--- config.mk ---
export PLATFORM = sky130hd
export DESIGN_NAME = alu_add_pipe
export DESIGN_NICKNAME = d
export VERILOG_FILES = /design/src/rtl/alu_pkg.sv /design/src/rtl/alu_add_pipe_carry_tree32.sv /design/src/rtl/alu_add_pipe.sv
export SDC_FILE = /design/constraint.sdc
export NUM_CORES = 1
export LEC_CHECK = 0
export ABC_CLOCK_PERIOD_IN_PS = 3100
export BUFFER_PORTS_ARGS = -buffer_cell sky130_fd_sc_hd__buf_2
export CAP_MARGIN = 20
export CORE_MARGIN = 8
export CORE_UTILIZATION = 50
export CTS_CLUSTER_SIZE = 25
export DETAILED_ROUTE_END_ITERATION = 16
export GPL_TIMING_DRIVEN = 0
export PLACE_DENSITY = 0.77
export SYNTH_ARGS = -nofsm -noshare
export SYNTH_HDL_FRONTEND = slang
export SYNTH_SLANG_ARGS = --single-unit
export TNS_END_PERCENT = 1
--- constraint.sdc ---
create_clock -name clk -period 3.1 [get_ports clk]
set_input_delay 0.31 -clock clk [delete_from_list [all_inputs] [get_ports clk]]
set_output_delay 0.31 -clock clk [all_outputs]
set_load 0.05 [all_outputs]
--- src/rtl/alu_pkg.sv ---
// alu_pkg: shared ALU types and widths
package alu_pkg;
  typedef enum logic [1:0] {OP_ADD, OP_SUB, OP_ADC, OP_SBB} add_op_t;
  localparam int ALU_W = 32;
endpackage

--- src/rtl/alu_add_pipe_carry_tree32.sv ---
// carry_tree32: 32-bit lookahead carry tree from two 16-bit prefix trees and a root cell
module carry_tree16 (
  output logic [15:0] c,
  output logic        gout,
  output logic        pout,
  input  logic        cin,
  input  logic [15:0] g,
  input  logic [15:0] p
);
  logic [15:0] gg, pp, ng, np;
  always_comb begin
    gg = g;
    pp = p;
    for (int k = 1; k < 16; k = k * 2) begin
      ng = gg;
      np = pp;
      for (int i = k; i < 16; i++) begin
        ng[i] = gg[i] | (pp[i] & gg[i-k]);
        np[i] = pp[i] & pp[i-k];
      end
      gg = ng;
      pp = np;
    end
    c = gg | (pp & {16{cin}});
    gout = gg[15];
    pout = pp[15];
  end
endmodule

module carry_tree32 (
  output logic [31:0] c,
  output logic        gout,
  output logic        pout,
  input  logic        Cin,
  input  logic [31:0] g,
  input  logic [31:0] p
);
  logic glo, plo, ghi, phi, c16;
  carry_tree16 u_lo (.c(c[15:0]), .gout(glo), .pout(plo), .cin(Cin), .g(g[15:0]), .p(p[15:0]));
  carry_tree16 u_hi (.c(c[31:16]), .gout(ghi), .pout(phi), .cin(c16), .g(g[31:16]), .p(p[31:16]));
  assign c16 = glo | (plo & Cin);
  assign gout = ghi | (phi & glo);
  assign pout = phi & plo;
endmodule

--- src/rtl/alu_add_pipe.sv ---
// alu_add_pipe: two-stage pipelined 32-bit add/subtract with valid/ready handshakes
module alu_add_pipe
  import alu_pkg::*;
#(
  parameter int WIDTH = ALU_W,
  parameter int TAG_W = 4
) (
  input  logic             clk,
  input  logic             rst_n,
  input  logic             in_valid,
  output logic             in_ready,
  input  logic [WIDTH-1:0] in_a,
  input  logic [WIDTH-1:0] in_b,
  input  logic [1:0]       in_op,
  input  logic             in_cin,
  input  logic [TAG_W-1:0] in_tag,
  output logic             out_valid,
  input  logic             out_ready,
  output logic [WIDTH-1:0] out_sum,
  output logic             out_c,
  output logic             out_v,
  output logic             out_z,
  output logic             out_n,
  output logic [TAG_W-1:0] out_tag
);
  add_op_t op;
  logic [WIDTH-1:0] b, g, p, c, sum;
  logic [TAG_W-1:0] tag;
  logic cin, ecin, s1_valid, s1_adv, s2_adv, unused_g, unused_p;
  assign op = add_op_t'(in_op);
  assign b = in_op[0] ? ~in_b : in_b;
  assign ecin = (op == OP_ADC || op == OP_SBB) ? in_cin : (op == OP_SUB);
  assign s2_adv = !out_valid | out_ready;
  assign s1_adv = !s1_valid | s2_adv;
  assign in_ready = s1_adv;
  carry_tree32 u_ct (.c(c), .gout(unused_g), .pout(unused_p), .Cin(cin), .g(g), .p(p));
  assign sum = p ^ {c[WIDTH-2:0], cin};
  always_ff @(posedge clk or negedge rst_n) begin
    if (!rst_n) begin
      s1_valid <= 1'b0;
      g <= '0;
      p <= '0;
      cin <= 1'b0;
      tag <= '0;
    end else if (s1_adv) begin
      s1_valid <= in_valid;
      if (in_valid) begin
        g <= in_a & b;
        p <= in_a ^ b;
        cin <= ecin;
        tag <= in_tag;
      end
    end
  end
  always_ff @(posedge clk or negedge rst_n) begin
    if (!rst_n) begin
      out_valid <= 1'b0;
      out_sum <= '0;
      {out_c, out_v, out_z, out_n} <= 4'b0;
      out_tag <= '0;
    end else if (s2_adv) begin
      out_valid <= s1_valid;
      if (s1_valid) begin
        out_sum <= sum;
        out_c <= c[WIDTH-1];
        out_v <= c[WIDTH-1] ^ c[WIDTH-2];
        out_z <= (sum == '0);
        out_n <= sum[WIDTH-1];
        out_tag <= tag;
      end
    end
  end
endmodule

==> Implementation_results.wiki <==
{| class="wikitable"
! Metric !! Value
|-
| Setup TNS Final || 0 ps
|-
| Total routed wirelength || between 10000 and 15000 um
|-
| Flop pwr share || 0.370
|-
| X dimension of the die || 126 um
|-
| Final nets || 763
|-
| Number of H-tree levels || 3
|-
| Cell area after layout || around 7200 um2
|-
| Clk pin slew, worst setup/hold paths || approximately 70 ps
|-
| Nature of the critical path startpoint || register
|-
| Placed Cells || between 700 and 800
|-
| Share of final-layout standard cells stronger than drive strength 1 || 0.378
|-
| Slew at the pin with the worst max-slew slack || ~760 ps
|-
| P per Cell Area || between 800 and 900 nW/um2
|-
| Critical setup path kind || register to register
|-
| Share of the cycle needed by the critical path after routing || 0.971
|-
| Violation count after the first detailed-routing iteration || between 300 and 400
|-
| Cell count after synthesis || about 530
|-
| Sequential cell area fraction in the yosys report || 0.452
|-
| Worst-case clock skew || between 9 and 10 ps
|-
| Warnings from Yosys || 0
|-
| Vias in the first global route || about 4700
|-
| Number of top-level pins || 117
|-
| Worst-Skew Late Latency || 340 ps
|-
| Endpoint class of the critical path || register
|-
| Minimum clock period after layout || approximately 3000 ps
|-
| Clock tree from TritonCTS || done
|-
| Setup-failing EPs final || 0
|-
| Synth async-reset ratio || 1.00
|-
| Final Wtd Congestion || between 0.8 and 0.9
|-
| Total gr overflow || 0
|-
| Share of the synthesized area in the top cell type || 0.452
|-
| Total half-perimeter wirelength after legalization and detailed placement || ~11000 um
|-
| Number of max-slew violations in the final report || 0
|-
| Placed cell area || 6880 um2
|-
| Clock power frac || 0.196
|-
| Root Buffer || sky130_fd_sc_hd__clkbuf_16
|-
| Layout overhead on the synthesized area || 19.0%
|-
| Die height || 126 um
|-
| Critical Path Fanout Max || 6
|-
| Worst setup timing slack at the placement stage || -63.2 ps
|-
| Number of max-cap violations || 0
|-
| Leakage power || 3.37 nW
|-
| Maximum vdd drop || 0.324 mV
|-
| Flip-flop cell with the highest count after synthesis || sky130_fd_sc_hd__dfrtp_1
|-
| First-pass GRT wire length || about 24000 um
|-
| Routed via count divided by cell count || roughly 5.7
|-
| Pin count of the biggest net entering global routing || 68
|-
| Die footprint || 16000 um2
|-
| Required @ worst endpoint || between 3000 and 4000 ps
|-
| Number of hold-slack violations in the final timing report || 0
|-
| Combinational fraction of design power || 0.434
|-
| Count of standard-cell rows || 40
|-
| Count of TritonRoute iterations in the first routing pass || 4
|-
| DRC violation count after routing || 0
|-
| Clock sinks || 110
|-
| #FFs+latches synth || 110
|-
| ANT nets after route || 0
|-
| Remaining max-slew budget at the tightest pin || 0.495
|-
| Cells taking the most area after synthesis || sky130_fd_sc_hd__dfrtp_1 45%, sky130_fd_sc_hd__mux2_2 16%, sky130_fd_sc_hd__ha_1 7.0%
|-
| Net count after synthesis || between 600 and 700
|-
| EDFF count, synth || 0
|-
| Sw frac || 0.437
|-
| Number of diodes || 0
|-
| Result of the run || finished, final reports clean
|-
| Max Clock Freq || approximately 330 MHz
|-
| Count of distinct cell types in the synthesized netlist || between 60 and 70
|-
| Sw power || roughly 2.6 mW
|-
| Starting density of the core || 0.509
|-
| Worst hold path type || primary input to register
|-
| Setup WS post-layout || between 90 and 100 ps
|-
| Total routing resource utilization after global routing || 0.187
|-
| Worst EP arrival || roughly 3300 ps
|-
| Most common cell after layout, fill and taps aside || sky130_fd_sc_hd__buf_2
|-
| Clock buffers created by TritonCTS || 9
|-
| Maximum root-to-sink buffer count || 2
|-
| Most area-hungry cell type in the Yosys netlist || sky130_fd_sc_hd__dfrtp_1
|-
| Wire length per cell || 18.2 um
|-
| Netlist area before placement || 6090 um2
|-
| Final Non-Filler Cells || around 810
|-
| Internal portion of total power || 3.39 mW
|-
| Number of I/O port buffers || about 120
|-
| Via count of the routed design || ~4600
|-
| Initial antenna violation count || 0
|-
| Core box area || between 10000 and 15000 um2
|-
| Average size of a mapped cell || 11.5 um2
|-
| Commonest cells after routing, fill and taps aside || 114 x sky130_fd_sc_hd__buf_2, 109 x sky130_fd_sc_hd__dfrtp_1, 89 x sky130_fd_sc_hd__mux2_2
|-
| Setup repair after global routing missed its margin || yes
|}
-- per-stage QoR --
step           power (mW)  utilization  hold slack [ps]
3_3_place_gp         4.71        0.572              461
4_1_cts              6.02        0.604              176
3_5_place_dp         4.80        0.575              350
6_report             6.01        0.605              180
2_1_floorplan        4.06            -             14.4
5_1_grt              6.32        0.605              175
-- sequential cells by signal, indices dropped and copies added, names as in the netlist, 4 cells and up --
signal and flops:
g 32, out_sum 32, out_tag 4, p 32, tag 4
-- per-layer routing --
| layer | up-vias | GRT usage | routed length, um |
|---|---|---|---|
| met5 | - | 0 | 0 |
| met1 | 2256 | 0.230 | 6450 |
| li1 | 2154 | - | - |
| met4 | 0 | 0.0651 | 262 |
| met2 | 131 | 0.314 | 7120 |
| met3 | 17 | 0.0457 | 849 |
-- worst paths after layout --
path / endpoint / startpoint / cells past startpoint / slack (ps)
worst max-delay path: out_z / p[11] / 14 / 90
worst min-delay path: s1_valid / in_valid / 2 / 180
worst max register to register: out_z / p[11] / 14 / 90
worst min register to register: out_v / out_v / 2 / 490
max in group asynchronous: g[28] / rst_n / 3 / 1870
min in group asynchronous: p[9] / rst_n / 2 / 500
-- synthesized netlist by cell type, drive strengths merged (2+ instances only) --
| master | count |
|---|---|
| xnor2 | 10 |
| nand2b | 6 |
| a31oi | 4 |
| o21bai | 2 |
| nor2 | 13 |
| or3 | 2 |
| dfrtp | 110 |
| buf | 13 |
| and2 | 4 |
| nor3 | 6 |
| ha | 34 |
| o31ai | 5 |
| clkbuf | 13 |
| a21oi | 25 |
| o21a | 3 |
| mux2 | 89 |
| nand3b | 3 |
| a21o | 7 |
| or2 | 2 |
| nor2b | 2 |
| nand3 | 6 |
| inv | 7 |
| nor4 | 6 |
| nand4 | 9 |
| a221o | 2 |
| xor2 | 45 |
| and3 | 7 |
| o211ai | 4 |
| a211oi | 3 |
| a311oi | 2 |
| mux2i | 4 |
| a221oi | 2 |
| a211o | 2 |
| nand2 | 36 |
| o21ai | 27 |
-- critical path, cell delays in order, from the launching register on --
cell and delay, ps:
sky130_fd_sc_hd__dfrtp_1 460, sky130_fd_sc_hd__a21oi_1 210, sky130_fd_sc_hd__o21a_1 230, sky130_fd_sc_hd__a2bb2oi_4 260
sky130_fd_sc_hd__nand3_4 150, sky130_fd_sc_hd__ha_4 200, sky130_fd_sc_hd__nor2_2 100, sky130_fd_sc_hd__xnor2_1 110
sky130_fd_sc_hd__nor4_1 190, sky130_fd_sc_hd__o211ai_1 150, sky130_fd_sc_hd__nor3_2 160, sky130_fd_sc_hd__nand4_1 140
sky130_fd_sc_hd__nor4_2 160, sky130_fd_sc_hd__nand4_1 160, sky130_fd_sc_hd__o31ai_1 240
-- cells by family (layout without fill, tap and decap cells) --
family	Yosys count	after routing	share of synthesized area
buf+inv	34	165	0.0251
fa+ha+maj	34	34	0.0699
simple gates	106	106	0.0927
flops	110	110	0.452
mux	93	93	0.171
compound gates	95	95	0.108
xor+xnor	55	55	0.0804
-- repair_timing --
action,4_1_cts,5_1_grt
endpoints found under the setup margin,1,1
pin swaps,3,0
hold endpoints to repair,35,0
resized for setup,5,3
buffers inserted,1,0
hold buffers,1,0
-- power by group through the flow --
stage               sequential, mW  combinational, mW  clock, mW
floorplan                     2.90               1.17          0
global placement              2.19               2.52          0
detailed placement            2.22               2.58          0
CTS                           2.21               2.61       1.20
global route                  2.27               2.79       1.26
finish                        2.22               2.61       1.18
-- cell type report --
cell class,count,area [um2]
timing repair buffer,118,623
fill,946,4720
buffer,25,119
clock inverter,5,66.3
tap,147,184
sequential,110,2750
inverter,7,26.3
clock buffer,10,239
multi-input combinational,383,3230
Note: power is estimated with default switching activity, not from simulation.
